File: src/rtl/alu_seq_pkg.sv
// Shared definitions for the ALU op sequencer.
//  - ALU select codes, the idle select value and the error sentinel result
//  - FSM state encoding
//  - command record width helper and the "screen without issuing" predicate
package alu_seq_pkg;

  localparam logic [3:0] OP_ADD  = 4'h0;
  localparam logic [3:0] OP_SUB  = 4'h1;
  localparam logic [3:0] OP_MUL  = 4'h2;
  localparam logic [3:0] OP_DIV  = 4'h3;
  localparam logic [3:0] OP_IDLE = 4'hF;

  localparam logic [7:0] ERR_SENTINEL = 8'hAC;

  // op + a + b, the tag is appended per instance
  localparam int CMD_BASE_W = 4 + 8 + 8;

  typedef enum logic [1:0] {
    ST_IDLE = 2'd0,
    ST_WAIT = 2'd1,
    ST_RESP = 2'd2
  } state_e;

  function automatic int cmd_w(input int tag_w);
    return CMD_BASE_W + tag_w;
  endfunction

  // Ops the ALU must never see: unknown opcodes and divide-by-zero.
  function automatic logic op_is_err(input logic [3:0] op, input logic [7:0] b);
    return (op > OP_DIV) || ((op == OP_DIV) && (b == 8'h00));
  endfunction

endpackage

File: src/rtl/alu_cmd_fifo.sv
// Synchronous command FIFO.
//  clock/reset_n : rising-edge clock, synchronous active-low reset
//  push_i/wdata_i: write request and data (ignored when full)
//  pop_i/rdata_o : read request (ignored when empty), head of queue
//  full_o/empty_o: registered occupancy flags; no same-cycle bypass either way
module alu_cmd_fifo #(
  parameter int WIDTH = 24,
  parameter int DEPTH = 4
) (
  input  logic             clock,
  input  logic             reset_n,
  input  logic             push_i,
  input  logic [WIDTH-1:0] wdata_i,
  input  logic             pop_i,
  output logic [WIDTH-1:0] rdata_o,
  output logic             full_o,
  output logic             empty_o
);

  localparam int AW = $clog2(DEPTH);

  logic [WIDTH-1:0] mem_q [DEPTH];
  // extra MSB on each pointer distinguishes full from empty
  logic [AW:0]      wr_q, rd_q;
  logic             do_push, do_pop;

  assign do_push = push_i & ~full_o;
  assign do_pop  = pop_i & ~empty_o;

  assign empty_o = (wr_q == rd_q);
  assign full_o  = (wr_q[AW] != rd_q[AW]) && (wr_q[AW-1:0] == rd_q[AW-1:0]);
  assign rdata_o = mem_q[rd_q[AW-1:0]];

  always_ff @(posedge clock) begin
    if (!reset_n) begin
      wr_q <= '0;
      rd_q <= '0;
    end else begin
      if (do_push) wr_q <= wr_q + 1'b1;
      if (do_pop)  rd_q <= rd_q + 1'b1;
    end
  end

  always_ff @(posedge clock) begin
    if (do_push) mem_q[wr_q[AW-1:0]] <= wdata_i;
  end

endmodule

File: src/rtl/alu_op_sequencer.sv
// Command front end for the registered 8-bit ALU.
//  clock/reset_n          : rising-edge clock, synchronous active-low reset
//  cmd_*                  : host command channel (valid/ready), op/a/b/tag
//  rsp_*                  : tagged response channel (valid/ready), held until accepted
//  alu_a/alu_b/alu_sel    : registered ALU inputs, alu_sel parks at 4'hF when idle
//  alu_out/alu_carry      : ALU results, captured after ALU_LATENCY+1 WAIT cycles
//  busy                   : queued work or an op in flight
// One op in flight at a time, so responses come back in command order.
module alu_op_sequencer
  import alu_seq_pkg::*;
#(
  parameter int CMD_DEPTH   = 4,
  parameter int TAG_W       = 4,
  parameter int ALU_LATENCY = 1
) (
  input  logic             clock,
  input  logic             reset_n,
  input  logic             cmd_valid,
  output logic             cmd_ready,
  input  logic [3:0]       cmd_op,
  input  logic [7:0]       cmd_a,
  input  logic [7:0]       cmd_b,
  input  logic [TAG_W-1:0] cmd_tag,
  output logic             rsp_valid,
  input  logic             rsp_ready,
  output logic [7:0]       rsp_result,
  output logic             rsp_carry,
  output logic             rsp_err,
  output logic [TAG_W-1:0] rsp_tag,
  output logic [7:0]       alu_a,
  output logic [7:0]       alu_b,
  output logic [3:0]       alu_sel,
  input  logic [7:0]       alu_out,
  input  logic             alu_carry,
  output logic             busy
);

  localparam int CW    = cmd_w(TAG_W);
  localparam int CNT_W = $clog2(ALU_LATENCY + 2);
  localparam logic [CNT_W-1:0] CNT_LAST = CNT_W'(ALU_LATENCY);

  logic [CW-1:0]    head;
  logic             fifo_full, fifo_empty, pop;
  logic [3:0]       h_op;
  logic [7:0]       h_a, h_b;
  logic [TAG_W-1:0] h_tag;

  alu_cmd_fifo #(.WIDTH(CW), .DEPTH(CMD_DEPTH)) u_fifo (
    .clock   (clock),
    .reset_n (reset_n),
    .push_i  (cmd_valid),
    .wdata_i ({cmd_op, cmd_a, cmd_b, cmd_tag}),
    .pop_i   (pop),
    .rdata_o (head),
    .full_o  (fifo_full),
    .empty_o (fifo_empty)
  );

  assign {h_op, h_a, h_b, h_tag} = head;

  state_e           state_q, state_d;
  logic [CNT_W-1:0] cnt_q, cnt_d;
  logic [7:0]       alu_a_q, alu_a_d, alu_b_q, alu_b_d;
  logic [3:0]       alu_sel_q, alu_sel_d;
  logic             rsp_valid_q, rsp_valid_d;
  logic [7:0]       rsp_result_q, rsp_result_d;
  logic             rsp_carry_q, rsp_carry_d;
  logic             rsp_err_q, rsp_err_d;
  logic [TAG_W-1:0] rsp_tag_q, rsp_tag_d;
  logic             dispatch;

  always_comb begin
    state_d      = state_q;
    cnt_d        = cnt_q;
    alu_a_d      = alu_a_q;
    alu_b_d      = alu_b_q;
    alu_sel_d    = alu_sel_q;
    rsp_valid_d  = rsp_valid_q;
    rsp_result_d = rsp_result_q;
    rsp_carry_d  = rsp_carry_q;
    rsp_err_d    = rsp_err_q;
    rsp_tag_d    = rsp_tag_q;
    dispatch     = 1'b0;

    case (state_q)
      ST_IDLE: dispatch = ~fifo_empty;
      ST_WAIT: begin
        if (cnt_q == CNT_LAST) begin
          rsp_result_d = alu_out;
          rsp_carry_d  = alu_carry;
          rsp_err_d    = 1'b0;
          rsp_valid_d  = 1'b1;
          alu_sel_d    = OP_IDLE;
          state_d      = ST_RESP;
        end else begin
          cnt_d = cnt_q + CNT_W'(1);
        end
      end
      ST_RESP: begin
        if (rsp_valid_q && rsp_ready) begin
          if (!fifo_empty) begin
            dispatch = 1'b1;    // back-to-back on the handshake edge
          end else begin
            rsp_valid_d = 1'b0;
            state_d     = ST_IDLE;
          end
        end
      end
      default: state_d = ST_IDLE;
    endcase

    // Dispatch overrides whatever the state arm set; errors are answered
    // directly so the ALU never sees them and alu_sel stays parked.
    if (dispatch) begin
      rsp_tag_d = h_tag;
      if (op_is_err(h_op, h_b)) begin
        rsp_result_d = ERR_SENTINEL;
        rsp_carry_d  = 1'b0;
        rsp_err_d    = 1'b1;
        rsp_valid_d  = 1'b1;
        state_d      = ST_RESP;
      end else begin
        alu_a_d     = h_a;
        alu_b_d     = h_b;
        alu_sel_d   = h_op;
        cnt_d       = '0;
        rsp_valid_d = 1'b0;
        state_d     = ST_WAIT;
      end
    end
  end

  assign pop = dispatch;

  always_ff @(posedge clock) begin
    if (!reset_n) begin
      state_q      <= ST_IDLE;
      cnt_q        <= '0;
      alu_a_q      <= '0;
      alu_b_q      <= '0;
      alu_sel_q    <= OP_IDLE;
      rsp_valid_q  <= 1'b0;
      rsp_result_q <= '0;
      rsp_carry_q  <= 1'b0;
      rsp_err_q    <= 1'b0;
      rsp_tag_q    <= '0;
    end else begin
      state_q      <= state_d;
      cnt_q        <= cnt_d;
      alu_a_q      <= alu_a_d;
      alu_b_q      <= alu_b_d;
      alu_sel_q    <= alu_sel_d;
      rsp_valid_q  <= rsp_valid_d;
      rsp_result_q <= rsp_result_d;
      rsp_carry_q  <= rsp_carry_d;
      rsp_err_q    <= rsp_err_d;
      rsp_tag_q    <= rsp_tag_d;
    end
  end

  assign cmd_ready  = ~fifo_full;
  assign busy       = ~fifo_empty | (state_q != ST_IDLE);
  assign rsp_valid  = rsp_valid_q;
  assign rsp_result = rsp_result_q;
  assign rsp_carry  = rsp_carry_q;
  assign rsp_err    = rsp_err_q;
  assign rsp_tag    = rsp_tag_q;
  assign alu_a      = alu_a_q;
  assign alu_b      = alu_b_q;
  assign alu_sel    = alu_sel_q;

endmodule
File: config.mk
export PLATFORM = sky130hd
export DESIGN_NAME = alu_op_sequencer
export DESIGN_NICKNAME = d
export VERILOG_FILES = /design/src/rtl/alu_seq_pkg.sv /design/src/rtl/alu_cmd_fifo.sv /design/src/rtl/alu_op_sequencer.sv
export SDC_FILE = /design/constraint.sdc
export NUM_CORES = 1
export LEC_CHECK = 0
export ABC_AREA = 1
export CORE_MARGIN = 2
export CORE_UTILIZATION = 59
export CTS_CLUSTER_SIZE = 40
export DETAILED_ROUTE_END_ITERATION = 6
export GPL_TIMING_DRIVEN = 0
export PLACE_DENSITY = 0.91
export SLEW_MARGIN = 40
export SYNTH_ARGS = -nofsm -noshare
export SYNTH_HDL_FRONTEND = slang
export SYNTH_SLANG_ARGS = --single-unit
File: constraint.sdc
create_clock -name clock -period 3.5 [get_ports clock]
set_input_delay 0.35 -clock clock [delete_from_list [all_inputs] [get_ports clock]]
set_output_delay 0.35 -clock clock [all_outputs]
set_load 0.02 [all_outputs]
==> results of run 1 <==
[state kept, by name, summed over array words and instances (netlist names), named ones only]
signal	count
rsp_result	8
u_fifo.mem_q	96
u_fifo.rd_q	3
rsp_tag	4
alu_sel	4
cnt_q	2
state_q	2
alu_b	8
rsp_carry	1
rsp_valid	1
alu_a	8
u_fifo.wr_q	3
rsp_err	1
[Yosys cell counts, drive strengths merged]
| library cell | n | share of area (%) |
|---|---|---|
| nand3b | 1 | 0.13 |
| or2 | 1 | 0.11 |
| o22ai | 8 | 0.89 |
| nor2 | 85 | 5.7 |
| clkbuf | 12 | 0.80 |
| o21ai | 39 | 3.5 |
| xnor2 | 3 | 0.47 |
| ha | 5 | 1.1 |
| clkinv | 1 | 0.067 |
| nand4 | 3 | 0.33 |
| o22a | 1 | 0.16 |
| nor3 | 2 | 0.18 |
| dfxtp | 47 | 17 |
| a31oi | 4 | 0.44 |
| nand3 | 28 | 2.7 |
| mux2i | 9 | 1.6 |
| buf | 12 | 1.7 |
| inv | 55 | 3.7 |
| edfxtp | 96 | 51 |
| a21oi | 17 | 1.6 |
| nand2 | 108 | 7.2 |
[cells by family (layout without fill, tap and decap cells)]
family | after synthesis | after routing | synth area share [%]
simple gates | 228 | 228 | 16.27
xor+xnor | 3 | 3 | 0.4662
mux | 9 | 9 | 1.598
buf+inv | 80 | 188 | 6.193
compound gates | 69 | 69 | 6.526
flops | 143 | 143 | 67.84
fa+ha+maj | 5 | 5 | 1.110
[worst max-delay path by stage]
stage / from / endpoint / slack, ns / cells after the start
after floorplan: u_fifo.wr_q[2]$_SDFFE_PN0P_ / u_fifo.mem_q[3][0]$_DFFE_PP_ / 1.06 / 4
after global placement: cmd_valid / u_fifo.wr_q[2]$_SDFFE_PN0P_ / 0.21 / 5
after detailed placement: rsp_ready / busy / 1.29 / 6
after CTS: u_fifo.wr_q[1]$_SDFFE_PN0P_ / busy / 1.03 / 5
after global routing: u_fifo.wr_q[1]$_SDFFE_PN0P_ / busy / 0.91 / 5
final: u_fifo.wr_q[1]$_SDFFE_PN0P_ / busy / 1.03 / 5
[per-stage QoR]
stage | worst slack (ns) | hold WS (ns) | instance area [um2] | power [mW]
after global routing | 0.9132 | 0.2701 | 7233 | 6.281
after CTS | 1.027 | 0.2420 | 7233 | 6.002
after detailed placement | 1.292 | 0.4615 | 6646 | 4.198
after global placement | 0.2133 | 0.4524 | 6519 | 4.069
final | 1.029 | 0.2576 | 7233 | 6.028
after floorplan | 1.060 | 0.4426 | 5637 | 3.433
[worst register-to-register path, delay by kind of cell, from the launching register on]
family                 cells  cell delay [ns]
AO/OA/AOI/OAI              1             0.25
buffers and inverters      6             0.81
flip-flops                 1             0.34
AND/OR/NAND/NOR            6             0.60
[area by class of cell]
cell class | count | area [um2]
clock buffer | 22 | 518.0
fill | 481 | 2007
timing repair buffer | 76 | 818.3
multi-input combinational | 314 | 1494
tap | 129 | 161.4
inverter | 56 | 210.2
sequential | 143 | 3824
clock inverter | 10 | 68.82
buffer | 24 | 138.9
[metal layers]
metal	vias up	part of all wire (%)	track usage [%]
li1	1977	-	-
met1	2085	37	32.80
met2	291	53	48.53
met3	30	8.0	7.246
met4	0	2.1	15.28
met5	-	0	0
[report_power, final]
| group | internal [mW] | switching, mW | leakage [nW] |
|---|---|---|---|
| Clock | 1.04 | 0.697 | 0.297 |
| Sequential | 2.07 | 0.146 | 1.27 |
| Combinational | 0.761 | 1.31 | 1.37 |
| Total | 3.87 | 2.15 | 2.94 |
==> flow_metrics.py, run 1 <==
metrics = {
    "clock_network": {
        "clock-sinks": 143,
        "post_cts_resized": 0,
        "cts_setup_buffers": 0,
        "clk_path_buf_depth": 2,
        "numCtsBuffers": 17,
        "cts_root_buf": "clkbuf_8",
        "hold_buffers": 0,
        "htree_levels": 4,
        "clock_latency_ns": 0.53,
        "cts_tree": "built",
        "cts.clk_slew.worst_paths_ns": 0.06,
    },
    "layout": {
        "syn2layout_area_growth_pct": 28.32,
        "nNetsFinal": 674,
        "instances_no_fill": 774,
        "drive_above_1_share_pct": 8.992,
        "mostFrequentLayoutCells": "nand2_1 (108), edfxtp_1 (96), nor2_1 (81)",
        "diodes": 0,
        "layout_commonest_cell": "nand2_1",
        "final_core_util_pct": 78.28,
    },
    "sta": {
        "hold_viol_final": 0,
        "rsz0062_at_grt": "no",
        "fmax_mhz": 404.6,
        "setup_tns_ns": 0,
        "slew_headroom_pct": 55.24,
        "finClkSkew_ns": 0.01050,
        "worst_slew_pin_slew_ns": 0.6714,
        "period_share_pct": 70.61,
        "setup_viol": 0,
        "fin_crit_ns": 2.471,
        "slew_viol_final": 0,
    },
    "setup_path": {
        "cp.buffers_inverters": 1,
        "r2r-end": "alu_a[1]$_SDFFE_PN0P_",
        "r2r_slack_ns": 1.39,
        "end_kind": "primary output",
        "worstPathArrival_ns": 2.12,
        "cpPeakStageDelay_ns": 0.57,
        "path_delay_family": "buffers and inverters",
        "r2r_cells": 13,
        "worst_ep_required_time_ns": 3.15,
        "crit_type": "reg -> out",
        "path_max_fanout": 6,
        "cp_common_cell": "nand3_1",
        "worstPathCellList": "xnor2_1 -> nand3_1 -> nand2_1 -> nand3_1 -> clkdlybuf4s50_1",
        "slowest_stage": "clkdlybuf4s50_1",
        "critPathLaunchType": "flip-flop",
    },
    "power_and_ir_drop": {
        "p_leak_nw": 2.939,
        "power_density_mw_per_mm2": 833.4,
        "vdd_ir_drop_max_mv": 0.4116,
    },
    "route": {
        "wl_per_cell_um": 18.24,
        "wirelength_um": 14110,
        "drtAntennaViolNets": 0,
        "vias_per_cell": 5.663,
        "first_iter_violations": 524,
        "route.detailed.drc": 0,
        "vias": 4383,
        "dr.pass1.iters": 5,
    },
    "floorplan": {
        "ios": 74,
        "initial_core_util_pct": 61.00,
        "core-area_mm2": 0.009240,
        "core.rowCount": 35,
        "die_area_mm2": 0.01035,
        "die_width_um": 101.7,
        "die_height_um": 101.7,
    },
    "hold_path": {
        "hold_path_depth": 3,
        "whs_endpoint": "rsp_tag[0]$_SDFFE_PN0P_",
        "hp-start": "reset_n",
        "hp-class": "in -> reg",
    },
    "synthesis": {
        "yosysUniqueCellTypes": 27,
        "synth_cells": 537,
        "syn_avg_cell_area_um2": 10.50,
        "ys.warnings.count": 0,
        "syn_area_mm2": 0.005637,
        "seq_area_frac_synth_pct": 67.84,
        "synth_fp_nets": 579,
        "ys_ff_latch": 143,
    },
    "outcome": {
        "status": "complete, no violations",
    },
    "global_route": {
        "overflow": 0,
        "grt_pass1_wl_um": 21690,
        "grt_usage_pct": 28.40,
        "grt_max_degree": 17,
        "antenna_found_initial": 0,
        "grt_pass1_vias": 4499,
    },
    "place": {
        "dp_cells": 742,
        "gp_congestion": 0.8266,
        "place.port_buffers": 72,
        "hpwl_um": 8375,
    },
    "flow_run": {
        "cap_violations": 0,
    },
}
Power figures use the tool's default switching activity.
==> run 2, diff against run 1 <==
CORE_UTILIZATION = 55   (was 59)
PLACE_DENSITY = 0.86   (was 0.91)
clock period = 2.42 ns   (was 3.5 ns; I/O delays follow)
==> flow_metrics.py, run 2 (synthesis results as in run 1) <==
metrics = {
    "route": {
        "vias_per_cell": 5.564,
        "wl_per_cell_um": 17.13,
        "dr.pass1.iters": 5,
        "wirelength_um": 13330,
        "drtAntennaViolNets": 0,
        "route.detailed.drc": 0,
        "first_iter_violations": 494,
        "vias": 4329,
    },
    "place": {
        "gp_congestion": 0.7924,
        "pre_cts_slack_ns": 0.3339,
        "place.port_buffers": 72,
        "dpl_cell_area_mm2": 0.006639,
        "hpwl_um": 8425,
        "dp_cells": 746,
    },
    "setup_path": {
        "worst_ep_required_time_ns": 2.18,
        "path_max_fanout": 6,
        "worstPathArrival_ns": 2.09,
        "critPathLaunchType": "flip-flop",
        "end_kind": "primary output",
        "crit_type": "reg -> out",
    },
    "global_route": {
        "antenna_found_initial": 0,
        "grt_pass1_vias": 4331,
        "overflow": 0,
        "grt_pass1_wl_um": 21070,
        "grt_max_degree": 17,
        "grt_usage_pct": 25.05,
    },
    "sta": {
        "fmax_mhz": 428.7,
        "setup_viol": 0,
        "worst_slew_pin_slew_ns": 0.6284,
        "fin_crit_ns": 2.333,
        "slew_viol_final": 0,
        "slew_headroom_pct": 58.11,
        "hold_viol_final": 0,
        "rsz0062_at_grt": "no",
        "finClkSkew_ns": 0.006771,
        "period_share_pct": 96.40,
        "fin_ws_ns": 0.08715,
    },
    "clock_network": {
        "numCtsBuffers": 17,
        "clock-sinks": 143,
        "hold_buffers": 0,
        "cts_tree": "built",
        "cts_setup_buffers": 0,
        "htree_levels": 4,
        "clock_latency_ns": 0.53,
        "clk_path_buf_depth": 2,
        "cts_root_buf": "clkbuf_8",
        "post_cts_resized": 0,
        "cts.clk_slew.worst_paths_ns": 0.06,
    },
    "floorplan": {
        "die_width_um": 105.2,
        "initial_core_util_pct": 57.14,
        "core-area_mm2": 0.009864,
        "die_height_um": 105.2,
        "die_area_mm2": 0.01107,
        "ios": 74,
        "core.rowCount": 36,
    },
    "layout": {
        "n_fill_cell": 594,
        "instances_no_fill": 778,
        "nNetsFinal": 674,
        "mostFrequentLayoutCells": "nand2_1 (107), edfxtp_1 (96), nor2_1 (81)",
        "layout_commonest_cell": "nand2_1",
        "diodes": 0,
        "fin_area_mm2": 0.007199,
        "drive_above_1_share_pct": 8.992,
        "syn2layout_area_growth_pct": 27.72,
        "largest_register_ffs": 96,
    },
    "flow_run": {
        "cap_violations": 0,
    },
    "hold_path": {
        "hp-class": "in -> reg",
    },
    "outcome": {
        "status": "complete, no violations",
    },
    "power_and_ir_drop": {
        "vdd_ir_drop_max_mv": 0.6674,
        "power_density_mw_per_mm2": 1188,
        "p_leak_nw": 2.899,
    },
}
## run 2: cell types whose count changed in the layout (fill, tap and decap cells not counted), sizes merged
cell      before  now
clkinvlp       0    4
bufinv         0    1
clkinv         7    6
inv           59   57
clkbuf        34   32
## run 2: final cells by class
cell class                 instances  area, um2  share of cell area, %
sequential                       143       3824                  53.11
timing repair buffer              76      805.8                  11.19
clock inverter                    12      112.6                  1.564
inverter                          56      210.2                  2.920
tap                              133      166.4                  2.311
multi-input combinational        314       1496                  20.79
buffer                            24      138.9                  1.929
clock buffer                      20      445.4                  6.187
## run 2: final timing paths
kind / to / startpoint / slack (ns) / cells after the start
setup / recovery: busy / u_fifo.rd_q[0]$_SDFFE_PN0P_ / 0.09 / 5
hold / removal: rsp_tag[0]$_SDFFE_PN0P_ / reset_n / 0.14 / 3
setup reg to reg: rsp_carry$_SDFF_PN0_ / flip-flop / 0.22 / 10
hold reg to reg: rsp_err$_SDFF_PN0_ / rsp_err$_SDFF_PN0_ / 0.49 / 2
## run 2: worst max-delay path: stages, from the launching register on
cell             delay, ns
dfxtp_1               0.45
xnor2_1               0.18
nand3_1               0.13
nand2_2               0.15
nand3_1               0.11
clkdlybuf4s50_1       0.55
## run 2: per-stage QoR
stage | TNS [ns] | hold WS (ns) | util [%] | power, mW
global placement | -50.47 | 0.4542 | 66.16 | 5.910
floorplan | 0 | 0.3409 | - | 4.965
finish | 0 | 0.1379 | 72.98 | 8.552
detailed placement | 0 | 0.4626 | 67.30 | 6.058
CTS | 0 | 0.1119 | 72.96 | 8.512
global route | 0 | 0.1657 | 72.98 | 8.970
## run 2: per-layer routing
metal / GRT usage, % / wire, um / share of wire [%]
met5: 0 / 0 / 0
met1: 28.81 / 4917 / 37
met3: 7.236 / 1167 / 8.8
met2: 42.58 / 6806 / 51
met4: 12.76 / 437 / 3.3
## run 2: power by group
group	internal, mW	total [mW]	switching, mW
registers	2.99	3.20	0.210
logic	1.10	2.94	1.84
clock network	1.42	2.41	0.992
==> run 3, diff against run 2 <==
CAP_MARGIN = 20   (was not set)
CORE_UTILIZATION = 57   (was 55)
CTS_BUF_LIST = sky130_fd_sc_hd__clkbuf_2   (was not set)
PLACE_DENSITY = 0.88   (was 0.86)
==> flow_metrics.py, run 3 (synthesis results as in run 1) <==
metrics = {
    "clock_network": {
        "clock_latency_ns": 0.70,
        "cts_root_buf": "clkbuf_2",
        "numCtsBuffers": 17,
        "cts_setup_buffers": 0,
        "cts.clk_slew.worst_paths_ns": 0.23,
        "cts_tree": "built",
        "clk_path_buf_depth": 2,
        "htree_levels": 4,
        "clock-sinks": 143,
    },
    "flow_run": {
        "cap_violations": 0,
    },
    "setup_path": {
        "end_kind": "primary output",
        "path_max_fanout": 6,
        "worstPathCellList": "xnor2_1 -> nand3_1 -> nand2_2 -> nand3_1 -> dlygate4sd2_1",
        "slowest_stage": "dfxtp_1",
        "worstPathArrival_ns": 2.02,
        "cp_common_cell": "nand3_1",
        "cpPeakStageDelay_ns": 0.47,
        "r2r_cells": 5,
        "crit_type": "reg -> out",
        "critPathLaunchType": "flip-flop",
        "worst_ep_required_time_ns": 2.18,
    },
    "sta": {
        "slew_headroom_pct": 57.91,
        "hold_viol_final": 0,
        "finClkSkew_ns": 0.05360,
        "period_share_pct": 93.63,
        "slew_viol_final": 0,
        "rsz0062_at_grt": "no",
        "fmax_mhz": 441.3,
        "setup_viol": 0,
        "fin_crit_ns": 2.266,
        "worst_slew_pin_slew_ns": 0.6314,
    },
    "place": {
        "hpwl_um": 8300,
        "gp_congestion": 0.8279,
        "dpl_cell_area_mm2": 0.006664,
        "place.port_buffers": 72,
    },
    "floorplan": {
        "core.rowCount": 36,
        "initial_core_util_pct": 58.20,
        "die_width_um": 103.4,
        "ios": 74,
        "die_height_um": 103.4,
        "die_area_mm2": 0.01070,
        "core-area_mm2": 0.009684,
    },
    "hold_path": {
        "hp-class": "in -> reg",
        "hold_path_depth": 3,
    },
    "global_route": {
        "overflow": 0,
        "grt_pass1_wl_um": 18440,
        "grt_usage_pct": 23.26,
        "grt_pass1_vias": 3942,
        "grt_max_degree": 18,
        "antenna_found_initial": 0,
    },
    "route": {
        "wirelength_um": 11990,
        "vias": 4121,
        "vias_per_cell": 5.290,
        "drtAntennaViolNets": 0,
        "route.detailed.drc": 0,
        "first_iter_violations": 343,
        "dr.pass1.iters": 5,
        "wl_per_cell_um": 15.40,
    },
    "layout": {
        "syn2layout_area_growth_pct": 22.53,
        "mostFrequentLayoutCells": "nand2_1 (107), edfxtp_1 (96), nor2_1 (81)",
        "n_fill_cell": 667,
        "largest_register_ffs": 96,
        "fin_area_mm2": 0.006907,
        "drive_above_1_share_pct": 9.288,
        "layout_commonest_cell": "nand2_1",
        "diodes": 0,
        "nNetsFinal": 675,
        "multi_input_area_mm2": 0.001504,
        "register_area_mm2": 0.003825,
    },
    "power_and_ir_drop": {
        "power_mw": 7.315,
        "vdd_ir_drop_max_mv": 0.4730,
        "p_leak_nw": 2.782,
        "power_density_mw_per_mm2": 1059,
    },
    "outcome": {
        "status": "complete, no violations",
    },
}
==> run 3: cell types whose count changed in the layout (fill, tap and decap cells not counted), sizes merged <==
cell	before	now
inv	57	61
clkinvlp	4	3
clkbuf	32	29
dlymetal6s2s	0	1
dlygate4sd2	0	1
dlygate4sd3	0	1
clkdlybuf4s50	72	70
==> run 3: worst max-delay path, delay by kind of cell, from the launching register on <==
family | cells | cell delay [ns]
xor+xnor | 1 | 0.18
buf+inv | 1 | 0.33
flops | 1 | 0.47
simple gates | 3 | 0.37
==> run 3: timing repair <==
item,4_1_cts,5_1_grt
gates resized for setup,1,4
setup endpoints to repair,1,2
cloned,0,0
endpoints found under the hold margin,9,0
hold buffers,1,0
==> run 3: area by class of cell <==
type / count / area share (%)
clock inverters: 15 / 1.957
multi-input cells: 314 / 21.78
well taps: 133 / 2.409
repair buffers: 77 / 12.19
clock buffers: 17 / 1.232
plain buffers: 24 / 2.011
inverters: 56 / 3.043
flip-flops and latches: 143 / 55.38
==> run 3: through the flow <==
step | hold slack (ns) | utilization, % | setup WS (ns) | cells | setup TNS, ns
final | 0.1277 | 71.32 | 0.1542 | 779 | 0
after global routing | 0.07566 | 71.32 | 0.003277 | 779 | 0
after CTS | 0.1079 | 71.18 | 0.09510 | 779 | 0
after detailed placement | 0.4790 | 68.81 | 0.3878 | 746 | 0
after global placement | 0.4543 | 67.39 | -0.6961 | 742 | -49.27
after floorplan | 0.3409 | - | 0.01768 | 537 | 0
==> run 3: per-layer routing <==
| layer | part of all wire [%] | track usage, % | vias to the layer above | routed length [um] |
|---|---|---|---|---|
| li1 | - | - | 1978 | - |
| met1 | 40 | 28.94 | 1968 | 4853 |
| met2 | 52 | 39.01 | 160 | 6240 |
| met3 | 6.1 | 6.116 | 15 | 734 |
| met4 | 1.4 | 9.312 | 0 | 164 |
| met5 | 0 | 0 | - | 0 |
==> run 3: report_power, final <==
group	total (mW)	switching (mW)	internal, mW
sequential	3.19	0.203	2.99
clock	1.27	0.888	0.383
combinational	2.86	1.76	1.10
total	7.32	2.85	4.47
==> run 3: final timing paths <==
kind	start	endpoint	slack, ns
max	u_fifo.wr_q[0]$_SDFFE_PN0P_	busy	0.15
min	alu_out[0]	rsp_result[0]$_SDFF_PN0_	0.13
max reg2reg	u_fifo.wr_q[2]$_SDFFE_PN0P_	u_fifo.mem_q[3][8]$_DFFE_PP_	0.37
min reg2reg	rsp_err$_SDFF_PN0_	rsp_err$_SDFF_PN0_	0.50
==> RTL change (settings of run 2) <==
Take the reset off `rsp_tag_q` and load it in a clocked block of its own.
--- a/src/rtl/alu_op_sequencer.sv
+++ b/src/rtl/alu_op_sequencer.sv
@@ -143,7 +143,6 @@
       rsp_result_q <= '0;
       rsp_carry_q  <= 1'b0;
       rsp_err_q    <= 1'b0;
-      rsp_tag_q    <= '0;
     end else begin
       state_q      <= state_d;
       cnt_q        <= cnt_d;
@@ -154,8 +153,11 @@
       rsp_result_q <= rsp_result_d;
       rsp_carry_q  <= rsp_carry_d;
       rsp_err_q    <= rsp_err_d;
-      rsp_tag_q    <= rsp_tag_d;
     end
+  end
+
+  always_ff @(posedge clock) begin
+    rsp_tag_q <= rsp_tag_d;
   end
 
   assign cmd_ready  = ~fifo_full;
Function: differs if reset_n is asserted again (counterexample within 4 cycles, from zero or initial values and one cycle with reset_n low); with reset_n held inactive, the same outputs for 10 cycles.
==> RTL change against run 2 <==
  * Setup slack gained 0.20 ns
  * Hold slack gained 0.19 ns
  * Critical path type unchanged
  * Clock power grew 2%
  * Sequential cell count is the same
  * Synthesized area grew 0.91%
  * Final area grew 1.3%
  * Count of clock-buffer cells in the layout shrank 1
  * Total power grew 1.3%
  * Wire length grew 1.4%
  * Critical path depth shrank 2
  * Largest power group unchanged
==> RTL change: results (changes against run 2) <==
Parameter                              Value

Placed design
  Post-placement setup slack ... 0.1182 ns (-0.2157 ns)
  PortBufs ... 73 (+1.4%)
  Total cell area at the placement stage ... 6729 µm² (+1.4%)
  RePlAce Congestion ... 0.7757 (-2.1%)
  Placed wire-length estimate ... 8.839 mm (+4.9%)

Power and ir drop
  Internal power ... 5.616 mW (+2.0%)
  Fraction of power consumed by combinational cells ... 34.1% (-0.2 points)

Timing
  Worst Hold Slack ... 0.3308 ns (+0.1929 ns)
  Clock tree skew after final layout ... 0.006847 ns (+0.00007544 ns)

Global routing
  Wire length of the first global-routing pass ... 20.87 mm (-0.92%)
  Met2 capacity usage during global routing ... 46.27% (+3.7 points)

Synthesis
  Leading post-synthesis cells by instance count ... sky130_fd_sc_hd__nand2_1, sky130_fd_sc_hd__edfxtp_1, sky130_fd_sc_hd__nor2_1
  Average instance area after synthesis ... 10.79 µm² (+2.8%)
  Net Count, Synth ... 569 (-1.7%)
  Adder-cell share of the synthesized area ... 1.100% (-0.010 points)
  Sequential area share after synthesis ... 67.93% (+0.092 points)
  XOR/XNOR Fraction of Synth Area ... 0.4619% (-0.0042 points)
  Share of cell area taken by muxes after synthesis ... 1.584% (-0.014 points)
  Count of flip-flops with a built-in enable after synthesis ... 100 (+4.2%)
  Compound-Gate Fraction of Synth Area ... 5.961% (-0.56 points)

Final layout
  Final cell count without fillers ... 772 (-0.77%)
  Signal buf overhead ... 13.52% (+0.40 points)
  Proportion of layout cells with a drive suffix above 1 ... 9.119% (+0.13 points)
  Fill cell instance count of the final layout ... 664 (+12%)
  Final nets ... 665 (-1.3%)
  Count of inverters other than clock inverters in the layout ... 58 (+3.6%)
  Multi-input gates ... 303 (-3.5%)
  Fraction of area in registers ... 52.99% (-0.13 points)

Setup path
  Register-to-register setup slack ... 0.31 ns (+0.09 ns)
  CP arrival ... 1.89 ns (-0.20 ns)
  End of the worst register-to-register path ... alu_a[0]
  Number of cells on the worst reg-to-reg path ... 12 (+2)
  Timing startpoint of the critical path ... u_fifo.rd_q[2]

Hold path
  Worst min-delay path startpoint ... alu_out[4]
  Hold EP ... rsp_result[4]

Outcome
  Result of the run ... finished, final reports clean

Routing
  Met3 Wirelength ... 905 µm (-22%)
  Drt first-iter violations ... 333 (-33%)
  Routed length on met2 ... 7.213 mm (+6.0%)

Floorplan
  Well-Tap Cells ... 136 (+2.3%)
RTL change: cell count changes after synthesis, moves of 3 or more:
| cell | before | now |
|---|---|---|
| sky130_fd_sc_hd__a21oi_1 | 16 | 19 |
| sky130_fd_sc_hd__a31oi_1 | 4 | 0 |
| sky130_fd_sc_hd__a32o_1 | 0 | 4 |
| sky130_fd_sc_hd__clkbuf_1 | 12 | 9 |
| sky130_fd_sc_hd__dfxtp_1 | 47 | 43 |
| sky130_fd_sc_hd__edfxtp_1 | 96 | 100 |
| sky130_fd_sc_hd__inv_1 | 52 | 55 |
| sky130_fd_sc_hd__nand2_1 | 108 | 120 |
| sky130_fd_sc_hd__nand4_1 | 3 | 7 |
| sky130_fd_sc_hd__nor2_1 | 85 | 64 |
| sky130_fd_sc_hd__o21ai_0 | 37 | 25 |
RTL change: repair_timing:
| action | in CTS | in global routing |
|---|---|---|
| resized for setup | 0 | 1 |
| hold endpoints to repair | 0 | 0 |
| setup endpoints to repair | 0 | 1 |
